==> src/rtl/multiword_add_sequencer_pkg.sv <==
// Shared types and constants for the multi-word add sequencer.
package multiword_add_sequencer_pkg;

    typedef enum logic [2:0] {
        IDLE,
        ISSUE,
        WAIT,
        CAPTURE,
        DONE
    } seq_state_t;

    // Pipeline depth of the registered adder: input regs, then output regs.
    localparam int ADD_LATENCY = 2;

    function automatic int idx_width(input int num_words);
        return (num_words > 1) ? $clog2(num_words) : 1;
    endfunction

endpackage

==> src/rtl/multiword_add_sequencer.sv <==
// Feeds wide operands through a narrow registered adder one word at a time,
// chaining the carry and assembling the full-width sum.
module multiword_add_sequencer
    import multiword_add_sequencer_pkg::*;
#(
    parameter int DATA_WIDTH = 12,
    parameter int NUM_WORDS  = 4
) (
    input  logic                            Clk_CI,
    input  logic                            Rst_RI,
    input  logic                            InValid_SI,
    output logic                            InReady_SO,
    input  logic [NUM_WORDS*DATA_WIDTH-1:0] OpA_DI,
    input  logic [NUM_WORDS*DATA_WIDTH-1:0] OpB_DI,
    input  logic                            Cin_DI,
    output logic [DATA_WIDTH-1:0]           AddA_DO,
    output logic [DATA_WIDTH-1:0]           AddB_DO,
    output logic                            AddCin_DO,
    output logic                            AddWrEn_SO,
    input  logic [DATA_WIDTH-1:0]           AddSum_DI,
    input  logic                            AddCout_DI,
    output logic                            OutValid_SO,
    input  logic                            OutReady_SI,
    output logic [NUM_WORDS*DATA_WIDTH-1:0] Result_DO,
    output logic                            Cout_DO
);

    localparam int OP_W  = NUM_WORDS * DATA_WIDTH;
    localparam int IDX_W = idx_width(NUM_WORDS);
    localparam logic [IDX_W-1:0] LAST_IDX = IDX_W'(NUM_WORDS - 1);
    localparam logic [1:0] WAIT_CYCLES_M1 = 2'(ADD_LATENCY - 2);

    seq_state_t       state;
    logic [IDX_W-1:0] idx;
    logic             carry;
    logic [1:0]       wait_cnt;
    logic [OP_W-1:0]  op_a;
    logic [OP_W-1:0]  op_b;

    // Word select stays combinational off registered state, so it is stable
    // for the whole ISSUE/WAIT/CAPTURE window of each word.
    assign AddA_DO   = op_a[int'(idx)*DATA_WIDTH +: DATA_WIDTH];
    assign AddB_DO   = op_b[int'(idx)*DATA_WIDTH +: DATA_WIDTH];
    assign AddCin_DO = carry;

    always_ff @(posedge Clk_CI or posedge Rst_RI) begin
        if (Rst_RI) begin
            state       <= IDLE;
            idx         <= '0;
            carry       <= 1'b0;
            wait_cnt    <= '0;
            op_a        <= '0;
            op_b        <= '0;
            Result_DO   <= '0;
            Cout_DO     <= 1'b0;
            OutValid_SO <= 1'b0;
            AddWrEn_SO  <= 1'b0;
            InReady_SO  <= 1'b1;
        end else begin
            case (state)
                IDLE: begin
                    if (InValid_SI && InReady_SO) begin
                        op_a       <= OpA_DI;
                        op_b       <= OpB_DI;
                        carry      <= Cin_DI;
                        idx        <= '0;
                        InReady_SO <= 1'b0;
                        AddWrEn_SO <= 1'b1;
                        state      <= ISSUE;
                    end
                end
                ISSUE: begin
                    wait_cnt <= WAIT_CYCLES_M1;
                    state    <= WAIT;
                end
                WAIT: begin
                    if (wait_cnt == 2'd0) begin
                        AddWrEn_SO <= 1'b0;
                        state      <= CAPTURE;
                    end else begin
                        wait_cnt <= wait_cnt - 2'd1;
                    end
                end
                CAPTURE: begin
                    Result_DO[int'(idx)*DATA_WIDTH +: DATA_WIDTH] <= AddSum_DI;
                    carry <= AddCout_DI;
                    if (idx == LAST_IDX) begin
                        Cout_DO     <= AddCout_DI;
                        OutValid_SO <= 1'b1;
                        state       <= DONE;
                    end else begin
                        idx        <= idx + 1'b1;
                        AddWrEn_SO <= 1'b1;
                        state      <= ISSUE;
                    end
                end
                DONE: begin
                    if (OutReady_SI) begin
                        OutValid_SO <= 1'b0;
                        InReady_SO  <= 1'b1;
                        state       <= IDLE;
                    end
                end
                default: begin
                    state <= IDLE;
                end
            endcase
        end
    end

endmodule
==> config.mk <==
export PLATFORM = sky130hd
export DESIGN_NAME = multiword_add_sequencer
export DESIGN_NICKNAME = d
export VERILOG_FILES = /design/src/rtl/multiword_add_sequencer_pkg.sv /design/src/rtl/multiword_add_sequencer.sv
export SDC_FILE = /design/constraint.sdc
export NUM_CORES = 1
export LEC_CHECK = 0
export ABC_AREA = 1
export ABC_CLOCK_PERIOD_IN_PS = 6200
export CORE_UTILIZATION = 45
export CTS_CLUSTER_SIZE = 24
export DETAILED_ROUTE_END_ITERATION = 10
export GPL_ROUTABILITY_DRIVEN = 1
export GPL_TIMING_DRIVEN = 0
export HOLD_SLACK_MARGIN = 0.02
export MAX_ROUTING_LAYER = met4
export PLACE_DENSITY = 0.81
export REMOVE_ABC_BUFFERS = 1
export SYNTH_ARGS = -nofsm -noshare
export SYNTH_HDL_FRONTEND = slang
export SYNTH_SLANG_ARGS = --single-unit
==> constraint.sdc <==
create_clock -name Clk_CI -period 6.2 [get_ports Clk_CI]
set_input_delay 0.93 -clock Clk_CI [delete_from_list [all_inputs] [get_ports Clk_CI]]
set_output_delay 0.93 -clock Clk_CI [all_outputs]
set_load 0.02 [all_outputs]
==> results_dict.tcl <==
set metrics [dict create \
    grt_pass1_vias 6626 \
    slowest_stage "dfrtp_1" \
    grt_pass1_wl_um 31700 \
    dp_slack_ns 2.04 \
    area_growth_pct 36.3 \
    post_cts_buffers 0 \
    critPathCapture "Result_DO[19]" \
    critPathMostFrequentCell "nand2_1" \
    outcome "finished clean" \
    cp.required_ns 6.52 \
    cts_buffers 17 \
    synthesis.area_um2 7380 \
    firstDrtPassIters 5 \
    finalSetupTns_ns 0 \
    slowest_delay_ns 1.07 \
    final_max_slew_viol_count 0 \
    cts_tree "built" \
    peakVddDrop_mv 0.293 \
    syn_inst 977 \
    final.setup.worst_slack_ns 1.98 \
    finalNonFillerCells 1371 \
    postSynthAreaPerCell_um2 7.56 \
    crit_cells 9 \
    clk_pin_slew_ns 0.06 \
    clk-insertion-delay-late_ns 0.43 \
    finalSetupViolCount 0 \
    clock.fmax_ghz 0.237 \
    r2r_start "idx[1]" \
    io_pins 191 \
    dp_hpwl_um 13300 \
    nets 1264 \
    drt-wirelength-per-cell_um 14.5 \
    synth-seq-cells 156 \
    start_util 0.463 \
    coreArea_um2 15900 \
    avgViaCountPerCell 5.04 \
    drive_gt1_frac 0.0494 \
    root_buffer "clkbuf_16" \
    drtIter0Drc 496 \
    hold_viol 0 \
    critPathArrivalTime_ns 4.54 \
    cp-startpoint "idx[1]" \
    p_total_mw 5.58 \
    p_leak_nw 5.04 \
    synth_seq_area_share 0.529 \
    slew_headroom 0.252 \
    cts.sinks 156 \
    drc_errors 0 \
    vias 6913 \
    rsz0062_at_grt "no" \
    timing.critical_path.buf_inv 2 \
    ys_warn_count 0 \
    rows 46 \
    maxCapViolCount 0 \
    synthDistinctLibCells 25 \
    grt_max_degree 94 \
    p_per_area_nw_per_um2 555 \
    worst_setup_path_start_kind "register" \
    dieArea_um2 16900 \
    r2r-end "Result_DO[19]" \
    antenna_found_initial 0 \
    crit_family "simple AND/OR/NAND/NOR gates" \
    htree_levels 4 \
    worstPathMaxFanout 30 \
    track_usage 0.250 \
    antennaDiodeCount 0 \
    min_path_type "reg2reg" \
    cts_hold_buf 0 \
    placedCellCount 1339 \
    numPortBuffers 190 \
    postRouteAntennaNets 0 \
    gr-total-overflow 0 \
    clockBufferDepth 2 \
    path_cells "inv_1, ha_1, nor2_1, nor2_2, inv_2, nand2_1, nand2_1, nand2_1, nand2_1" \
    skew_ns 0.00733 \
    die_h_um 130 \
    finalWirelength_um 19800 \
    timing.final.crit_share 0.681 \
    endpoint_kind "register" \
    post_cts_resized 0 \
    reg2reg_slack_ns 1.98 \
    crit_type "reg2reg" \
    gp_congestion 0.909 \
    r2r_cells 9 \
    period_needed_ns 4.22 \
    worstMarginPinSlew_ns 1.12 \
    die_w_um 130 \
]
[kinds of logic (layout without fill, tap and decap cells)]
group / after synthesis / in the layout / synth area share
buffers and inverters: 88 / 266 / 0.0498
flip-flops: 156 / 156 / 0.529
AND/OR/NAND/NOR: 622 / 622 / 0.333
adder cells (fa/ha/maj): 8 / 8 / 0.0136
AO/OA/AOI/OAI: 102 / 102 / 0.0735
XOR/XNOR: 1 / 1 / 0.00119
[sequential cells by signal (all words and copies together) (netlist names)]
signal and count:
InReady_SO 1, wait_cnt 2, state 3, AddCin_DO 1
op_a 48, OutValid_SO 1, AddWrEn_SO 1, Result_DO 48
idx 2, Cout_DO 1, op_b 48
[tightest hold or removal path, cell delays in order, from the launching register on]
cell     delay (ns)
dfrtp_1        0.34
nand2_1        0.05
nand2_1        0.04
[per-stage QoR]
stage | instance area (um2) | hold WS [ns] | util
6_report | 10100 | 0.465 | 0.631
5_1_grt | 10100 | 0.486 | 0.631
4_1_cts | 10100 | 0.468 | 0.631
3_5_place_dp | 9460 | 0.453 | 0.593
3_3_place_gp | 9330 | 0.448 | 0.585
2_1_floorplan | 7160 | 0.437 | -
[power by group]
part	leakage (nW)	internal, mW	total [mW]	switching (mW)
Combinational	2.84	1.09	2.74	1.65
Clock	0.296	0.631	1.06	0.429
Sequential	1.90	1.47	1.79	0.317
Total	5.04	3.19	5.58	2.39
[cells in the final DEF (no fill, tap or decap), drive strengths merged, types with 10 or more instances in the layout]
master,instances
inv,42
o21ai,70
o22ai,24
nor2,71
nand3,39
nand2,498
clkbuf,21
clkdlybuf4s50,190
nand4,10
dfrtp,155
[Yosys cell counts, drive strengths merged]
cell type | number | area [um2]
o22ai | 24 | 150
buf | 21 | 116
nor2 | 71 | 289
xor2 | 1 | 8.76
a21oi | 7 | 35.0
ha | 8 | 100
nand3 | 39 | 195
a21boi | 1 | 7.51
clkbuf | 28 | 105
dfrtp | 155 | 3880
nand4 | 10 | 62.6
nor3 | 3 | 25.0
nand3b | 1 | 7.51
inv | 39 | 146
dfstp | 1 | 26.3
o21ai | 70 | 350
nand2 | 498 | 1880
[layer usage]
metal | vias up | GRT usage | routed length, um | share of wire
met5 | - | - | 0 | 0
met4 | 0 | 0.0964 | 399 | 0.020
met3 | 34 | 0.0644 | 1640 | 0.083
met2 | 306 | 0.391 | 9320 | 0.47
met1 | 3165 | 0.309 | 8480 | 0.43
li1 | 3408 | - | - | -
[worst min path at each step]
stage | depth (start not counted) | endpoint | from
after floorplan | 2 | op_a[34] | op_a[34]
after global placement | 2 | op_a[15] | op_a[15]
after detailed placement | 2 | op_b[20] | op_b[20]
after CTS | 2 | op_b[18] | op_b[18]
after global routing | 2 | op_b[15] | op_b[15]
final | 2 | op_b[20] | op_b[20]
[area by class of cell]
| class | count | area [um2] |
|---|---|---|
| Fill cell | 1335 | 5880 |
| Sequential cell | 156 | 3910 |
| Multi-Input combinational cell | 733 | 3110 |
| Timing Repair Buffer | 195 | 2020 |
| Clock buffer | 21 | 470 |
| Tap cell | 216 | 270 |
| Inverter | 39 | 154 |
| Clock inverter | 11 | 133 |
(Power assumes the default switching activity.)
